==> src/rtl/permute_ctrl_if.sv <==
// Start/done handshake and result-memory write port between the encoder top level,
// the permutation datapath and permute_ctrl.
interface permute_ctrl_if #(
    parameter int AW = 6
);
    logic          start;
    logic          all_done;
    logic          read_mem;
    logic          start_instances;
    logic          wr_en;
    logic [AW-1:0] wr_addr;
    logic          busy;
    logic          done;
    logic          error;

    // Encoder top level / datapath side.
    modport master (
        output start,
        output all_done,
        input  read_mem,
        input  start_instances,
        input  wr_en,
        input  wr_addr,
        input  busy,
        input  done,
        input  error
    );

    // Controller side.
    modport slave (
        input  start,
        input  all_done,
        output read_mem,
        output start_instances,
        output wr_en,
        output wr_addr,
        output busy,
        output done,
        output error
    );
endinterface

==> src/rtl/permute_ctrl.sv <==
// Sequencer for the 64-lane permutation datapath: load, launch, wait for the combined
// ready flag under a watchdog, then stream one result lane per cycle to the result memory.
module permute_ctrl #(
    parameter int LANES   = 64,
    parameter int AW      = 6,
    parameter int TIMEOUT = 1023,
    parameter int TW      = 10
) (
    input  logic          clk,
    input  logic          rst,
    permute_ctrl_if.slave ctrl
);

    typedef enum logic [2:0] {
        S_IDLE,
        S_LOAD,
        S_KICK,
        S_SETTLE,
        S_WAIT,
        S_WRITE,
        S_DONE,
        S_ERR
    } state_t;

    state_t        r_state;
    state_t        w_next_state;
    logic [TW-1:0] r_wd;
    logic [TW-1:0] w_wd_inc;
    logic          w_timeout;
    logic [AW-1:0] r_wr_addr;
    logic [AW-1:0] w_wr_addr_next;
    logic          w_last_lane;

    logic          r_read_mem;
    logic          r_start_instances;
    logic          r_wr_en;
    logic          r_busy;
    logic          r_done;
    logic          r_error;

    assign w_wd_inc    = r_wd + TW'(1);
    assign w_timeout   = (w_wd_inc == TW'(TIMEOUT));
    assign w_last_lane = (r_wr_addr == AW'(LANES - 1));

    // NOTE: state and every registered output use non-blocking assignments so all
    // flops sample the same pre-edge values regardless of process ordering.
    always_ff @(posedge clk or posedge rst) begin
        if (rst) begin
            r_state <= S_IDLE;
        end else begin
            r_state <= w_next_state;
        end
    end

    // NOTE: the next state gets its default before the case so no path leaves it
    // unassigned, which would otherwise infer a latch.
    always_comb begin
        w_next_state = r_state;
        case (r_state)
            S_IDLE:   if (ctrl.start) w_next_state = S_LOAD;
            S_LOAD:   w_next_state = S_KICK;
            S_KICK:   w_next_state = S_SETTLE;
            S_SETTLE: w_next_state = S_WAIT;
            // A ready flag on the final watchdog cycle still counts as completion.
            S_WAIT: begin
                if (ctrl.all_done)  w_next_state = S_WRITE;
                else if (w_timeout) w_next_state = S_ERR;
            end
            S_WRITE:  if (w_last_lane) w_next_state = S_DONE;
            S_DONE:   w_next_state = S_IDLE;
            S_ERR:    if (ctrl.start) w_next_state = S_LOAD;
            default:  w_next_state = S_IDLE;
        endcase
    end

    always_comb begin
        w_wr_addr_next = '0;
        if (w_next_state == S_WRITE && r_state == S_WRITE) begin
            w_wr_addr_next = r_wr_addr + AW'(1);
        end
    end

    // Moore outputs are registered from the next state so they line up with it.
    always_ff @(posedge clk or posedge rst) begin
        if (rst) begin
            r_wd              <= '0;
            r_wr_addr         <= '0;
            r_read_mem        <= 1'b0;
            r_start_instances <= 1'b0;
            r_wr_en           <= 1'b0;
            r_busy            <= 1'b0;
            r_done            <= 1'b0;
            r_error           <= 1'b0;
        end else begin
            if (r_state == S_KICK) begin
                r_wd <= '0;
            end else if (r_state == S_WAIT && !ctrl.all_done) begin
                r_wd <= w_wd_inc;
            end
            r_wr_addr         <= w_wr_addr_next;
            r_read_mem        <= (w_next_state == S_LOAD);
            r_start_instances <= (w_next_state == S_KICK);
            r_wr_en           <= (w_next_state == S_WRITE);
            r_busy            <= (w_next_state != S_IDLE) && (w_next_state != S_ERR);
            r_done            <= (w_next_state == S_DONE);
            r_error           <= (w_next_state == S_ERR);
        end
    end

    assign ctrl.read_mem        = r_read_mem;
    assign ctrl.start_instances = r_start_instances;
    assign ctrl.wr_en           = r_wr_en;
    assign ctrl.wr_addr         = r_wr_addr;
    assign ctrl.busy            = r_busy;
    assign ctrl.done            = r_done;
    assign ctrl.error           = r_error;

endmodule

==> src/flat_wrapper.sv <==
// flat-port wrapper written by rule: the top's interface ports become plain ports
module permute_ctrl_flat 
#(
    parameter int LANES   = 64,
    parameter int AW      = 6,
    parameter int TIMEOUT = 1023,
    parameter int TW      = 10
)
  (clk, rst, ctrl_start, ctrl_all_done, ctrl_read_mem, ctrl_start_instances, ctrl_wr_en, ctrl_wr_addr, ctrl_busy, ctrl_done, ctrl_error);
  permute_ctrl_if #(.AW(AW)) ctrl_i ();
  input  logic clk;
  input  logic rst;
  input wire logic [$bits(ctrl_i.start)-1:0] ctrl_start;
  input wire logic [$bits(ctrl_i.all_done)-1:0] ctrl_all_done;
  output wire logic [$bits(ctrl_i.read_mem)-1:0] ctrl_read_mem;
  output wire logic [$bits(ctrl_i.start_instances)-1:0] ctrl_start_instances;
  output wire logic [$bits(ctrl_i.wr_en)-1:0] ctrl_wr_en;
  output wire logic [$bits(ctrl_i.wr_addr)-1:0] ctrl_wr_addr;
  output wire logic [$bits(ctrl_i.busy)-1:0] ctrl_busy;
  output wire logic [$bits(ctrl_i.done)-1:0] ctrl_done;
  output wire logic [$bits(ctrl_i.error)-1:0] ctrl_error;
  assign ctrl_i.start = ctrl_start;
  assign ctrl_i.all_done = ctrl_all_done;
  assign ctrl_read_mem = ctrl_i.read_mem;
  assign ctrl_start_instances = ctrl_i.start_instances;
  assign ctrl_wr_en = ctrl_i.wr_en;
  assign ctrl_wr_addr = ctrl_i.wr_addr;
  assign ctrl_busy = ctrl_i.busy;
  assign ctrl_done = ctrl_i.done;
  assign ctrl_error = ctrl_i.error;
  permute_ctrl #(.LANES(LANES), .AW(AW), .TIMEOUT(TIMEOUT), .TW(TW)) u_core (.clk(clk), .rst(rst), .ctrl(ctrl_i));
endmodule
==> config.mk <==
export PLATFORM = sky130hd
export DESIGN_NAME = permute_ctrl_flat
export DESIGN_NICKNAME = d
export VERILOG_FILES = /design/src/rtl/permute_ctrl_if.sv /design/src/rtl/permute_ctrl.sv /design/src/flat_wrapper.sv
export SDC_FILE = /design/constraint.sdc
export NUM_CORES = 1
export LEC_CHECK = 0
export BUFFER_PORTS_ARGS = -buffer_cell sky130_fd_sc_hd__buf_4
export CAP_MARGIN = 30
export CORE_ASPECT_RATIO = 1.75
export CORE_MARGIN = 10
export CORE_UTILIZATION = 60
export CTS_BUF_LIST = sky130_fd_sc_hd__clkbuf_4
export DETAILED_ROUTE_END_ITERATION = 8
export HOLD_SLACK_MARGIN = 0.1
export PLACE_DENSITY = 0.79
export SLEW_MARGIN = 25
export SYNTH_ARGS = -nofsm -noshare
export SYNTH_HDL_FRONTEND = slang
export SYNTH_SLANG_ARGS = --single-unit
==> constraint.sdc <==
create_clock -name clk -period 3.02 [get_ports clk]
set_input_delay 0.604 -clock clk [delete_from_list [all_inputs] [get_ports clk]]
set_output_delay 0.604 -clock clk [all_outputs]
set_load 0.01 [all_outputs]
# --- Word level (Yosys, flattened, before mapping) ---
# Cells that the tools add are included.
word_totals:
  regBits: 25
  input_bits: 4
  out_inout_bits: 12
  wordCells: 42
op_classes:
  add_sub_neg: 2
  n_eq_ne: 15
  mux: 8
  reduce_logical: 8
ops:
  columns: ["operator", "n"]
  rows:
  - ["$eq A3 B3 Y1 const B", 7]
  - ["$pmux W3 S7", 1]
  - ["$mux W10", 2]
  - ["$mux W3", 4]
  - ["$add A10 B1 Y10 const B", 1]
  - ["$eq A10 B10 Y1 const B", 1]
  - ["$eq A3 B2 Y1 const B", 3]
  - ["$add A6 B1 Y6 const B", 1]
  - ["$eq A3 B1 Y1 const B", 2]
  - ["$eq A6 B6 Y1 const B", 1]
  - ["$mux W6", 1]
  - ["$logic_and A1 B1 Y1", 3]
  - ["$logic_not A3 Y1", 1]
  - ["$ne A3 B3 Y1 const B", 1]
  - ["$reduce_bool A3 Y1", 1]
  - ["$reduce_bool A2 Y1", 1]
  - ["$reduce_or A2 Y1", 1]
  - ["$logic_not A1 Y1", 1]

# --- Logic depth before layout (Yosys ltp) ---
depth:
  ltp_word: 8
  ltp_mapped: 7
  ltp_nobuf: 6

# --- Worst setup path before layout ---
# No wires, ideal clock.
synth_timing:
  path_type: "flip-flop to flip-flop"
  start: "register u_core.r_wd[0]"
  end: "register u_core.r_busy, in the netlist u_core.ctrl.busy"
  setup_time_ps: 123
  arrival_time_ps: 2031
  required_ps: 2897
  setup_slack_ps: 866
  path_stages_with_launch: 8
  n_path_buf: 1
  synth_period_minus_slack_ps: 2154
  cell_sequence: "dfrtp_1 ha_1 and4_1 buf_2 xnor2_1 a31oi_1 or4_4 o221a_1"
synth_between:
  elab_chain_len: 7
  elab_cells_between_ends: 8
  cone_classes: "1 x add/sub; 2 x eq/ne; 3 x mux; 2 x reduce/logical"
synth_lines:
  columns: ["element", "line", "text"]
  rows:
  - ["from (decl)", "permute_ctrl.sv:27", "logic [TW-1:0] r_wd;"]
  - ["from (signal assigned)", "permute_ctrl.sv:98", "r_wd <= w_wd_inc;"]
  - ["$add A10 B1 Y10 *", "permute_ctrl.sv:41", "assign w_wd_inc = r_wd + TW'(1);"]
  - ["$eq A10 B10 Y1 *", "permute_ctrl.sv:42", "assign w_timeout = (w_wd_inc == TW'(TIMEOUT));"]
  - ["$mux W3 *", "permute_ctrl.sv:67", "else if (w_timeout) w_next_state = S_ERR;"]
  - ["$mux W3 *", "permute_ctrl.sv:66", "if (ctrl.all_done) w_next_state = S_WRITE;"]
  - ["$pmux W3 S7 *", "permute_ctrl.sv:59", "case (r_state)"]
  - ["$ne A3 B3 Y1 / $reduce_bool A3 Y1 (equally long branches)", "permute_ctrl.sv:104", "r_busy <= (w_next_state != S_IDLE) && (w_next_state != S_ERR);"]
  - ["$logic_and A1 B1 Y1 *", "permute_ctrl.sv:104", null]
  - ["to (signal assigned)", "permute_ctrl.sv:104", null]
  - ["to (decl)", "permute_ctrl.sv:37", "logic r_busy;"]
# Every way passes the cells marked *; elsewhere a longest branch is shown, timed or not.
# A chain may end at the register's enable or synchronous reset.

# --- Worst setup path after layout ---
# Ends and elaborated chain as after synthesis.

==> run summary <==
### Routing
• **wire per inst** 15.72 um
• **via density per instance** 6.109
• **total DRC errors in the routed layout** 0
• **detailed router's first-iteration violation count** 60
• **WL final** 3018 um
• **via count** 1,173
• **remaining number of nets flagged by the antenna check after routing** 0
• **total iterations of the first detailed-routing run** 4

### Yosys
• **Synth cell types** 37
• **fraction of the yosys area taken by sequential cells** 45.05%
• **Post-Syn Area** 1389 um2
• **number of synthesized flops with an enable pin** 0
• **synthesized area per cell** 8.960 um2
• **Syn Inst Count** 155
• **register bit count reported by yosys** 25
• **asr flop ratio synth** 100.0%
• **Synthesized Nets** 162
• **total number of yosys warnings** 0
• **top flip-flop cell by instance count after synthesis** dfrtp_1

### STA
• **Fmax achieved** 428.2 MHz
• **endpoints failing setup** 0
• **setup tns final** 0 ps
• **clock skew after layout** 1.714 ps
• **share of the clock period used by the worst path after layout** 77.33%
• **RSZ-0062 raised after global routing** false
• **final hold vios** 0
• **worst slew pin tran** 488.6 ps
• **fin. max-slew vios** 0
• **Final min period** 2335 ps
• **relative slew slack** 67.35%

### Cells and area
• **Net count, final** 175
• **share of the core filled with cells in the final layout** 67.56%
• **total non-filler cell area in the finished layout** 1516 um2
• **layout overhead on the synthesized area** 9.189%
• **number of inserted diodes** 0
• **final std cells w/o fill** 192
• **layout cells sized above 1** 15.57%

### Clock network
• **quantity of gates resized following cts** 0
• **clock slew at reported path FFs** 130 ps
• **setup bufs post-CTS** 0
• **CTS max path bufs** 2
• **TritonCTS buffer count** 3
• **post-cts hold buffer count** 0
• **CTS tree** done
• **clk root buf** clkbuf_4
• **CTS sink count** 25
• **Skew-Pair Late Insertion Delay** 310 ps
• **number of levels the H-tree was split into** 1

### Worst setup path
• **data required time at the worst endpoint** 3230 ps
• **critical path start-end classification** flop to flop
• **setup slack of the most critical reg-to-reg path** 680 ps
• **data arrival time of the critical path** 2550 ps
• **Startpoint Class** flop
• **endpoint type of the worst setup path** flop
• **maximum fanout along the worst path** 7

### Global route
• **total congestion overflow after global routing** 0
• **number of antenna violations at the first check in global routing** 0
• **pin count of the biggest net entering global routing** 26
• **GR Util All Layers** 12.88%
• **number of global-route vias before repair** 1,182
• **wire length of the first global-routing pass** 5264 um

### Status
• **result of the run** finished, final reports clean

### Power
• **Max rail drop VDD** 0.3097 mV
• **total power** 0.9476 mW
• **static power due to leakage** 0.6845 nW
• **PD cells** 624.9 nW/um2

### Floorplanning
• **core area** 2245 um2
• **Initial Utilization** 61.87%
• **overall die width** 56.37 um
• **y dimension of the die** 83.65 um
• **number of primary I/O pins** 16
• **placement row count** 23
• **Total Die Area** 4715 um2

### Placed design
• **Cells after DPL** 187
• **instance area after placement** 1478 um2
• **final weighted congestion of routability-driven global placement** 0.8257
• **Final HPWL DP** 2223 um
• **Port Buf Inserts** 15

### Flow run
• **Max Cap Violations** 0

### Hold path
• **class of the tightest hold or removal check** input pin to asynchronous set/reset pin

[cell families (layout without fill, tap and decap cells)]
group | after synthesis | in the layout | share of synthesized area, %
buffers and inverters | 14 | 26 | 5.585
adder cells (fa/ha/maj) | 3 | 3 | 2.703
AO/OA/AOI/OAI | 38 | 38 | 16.67
XOR/XNOR | 8 | 8 | 5.045
flip-flops | 25 | 25 | 45.05
AND/OR/NAND/NOR | 67 | 67 | 24.96
[Yosys cell counts, types with 3 or more instances]
cell type / n / area [um2]
nand3_1: 8 / 40.04
and3_1: 4 / 25.02
dfrtp_1: 25 / 625.6
ha_1: 3 / 37.54
a21oi_1: 7 / 35.03
inv_1: 6 / 22.52
xnor2_1: 7 / 61.31
nor2_1: 19 / 71.32
o31ai_1: 5 / 37.54
a31oi_1: 3 / 18.77
nand2_1: 14 / 52.55
nand2b_1: 5 / 31.28
nor3_1: 3 / 15.01
o21ai_0: 16 / 80.08
nor4_1: 3 / 18.77
[worst max-delay path, cell delays in order, from the launching register on]
cell     delay [ps]
dfrtp_1         470
ha_1            300
and4_1          340
xnor2_1         160
a31oi_1         110
or4_4           570
o221a_1         280
[layout by cell type (no fill, tap or decap), types with 4 or more instances in the layout]
cell type  synthesis  layout
dfrtp_1           25      25
nor2_1            19      19
o21ai_0           16      16
buf_4              2      15
nand2_1           14      14
nand3_1            8       8
xnor2_1            7       7
a21oi_1            7       7
inv_1              6       6
nand2b_1           5       5
o31ai_1            5       5
and3_1             4       4
[path summary, 6_finish.rpt]
check	startpoint	end	depth (start not counted)
worst max-delay path	u_core.r_wd[0]	u_core.ctrl.busy	6
worst min-delay path	rst	u_core.ctrl.wr_addr[0]	2
worst max register to register	u_core.r_wd[0]	u_core.ctrl.busy	6
worst min register to register	u_core.ctrl.wr_addr[0]	u_core.ctrl.wr_addr[0]	1
max in group asynchronous	rst	u_core.ctrl.done	3
min in group clk	u_core.ctrl.wr_addr[0]	u_core.ctrl.wr_addr[0]	1
[area by class of cell]
cell class	instances	area (um2)
clock buffer	3	22.52
clock inverter	1	5.005
fill	190	728.2
inverter	6	22.52
multi-input combinational	116	685.7
sequential	25	625.6
tap	25	31.28
timing repair buffer	16	123.9
[per-layer routing]
metal	GRT usage, %	part of all wire (%)
met4	5.275	1.5
met2	24.01	55
met1	13.17	38
met3	2.591	5.4
met5	0	0
[where the power goes]
group	switching, mW	leakage [nW]	internal (mW)
registers	0.101	0.337	0.393
logic	0.171	0.329	0.137
clock network	0.0961	0.0177	0.0495
total	0.368	0.684	0.580
[per-stage QoR]
step           hold slack [ps]  worst slack (ps)
2_1_floorplan            444.3             866.4
5_1_grt                  248.3             569.3
3_5_place_dp             476.5             745.3
3_3_place_gp             470.0             850.2
4_1_cts                  494.9             716.2
6_report                 263.5             684.7
[sequential cells by signal (all words and copies together) (netlist names)]
| register | cells |
|---|---|
| u_core.ctrl.busy | 1 |
| u_core.ctrl.read_mem | 1 |
| u_core.r_wd | 10 |
| u_core.ctrl.wr_addr | 6 |
| u_core.r_state | 3 |
| u_core.ctrl.start_instances | 1 |
| u_core.ctrl.done | 1 |
| u_core.ctrl.wr_en | 1 |
| u_core.ctrl.error | 1 |
Note: power is estimated with default switching activity, not from simulation.
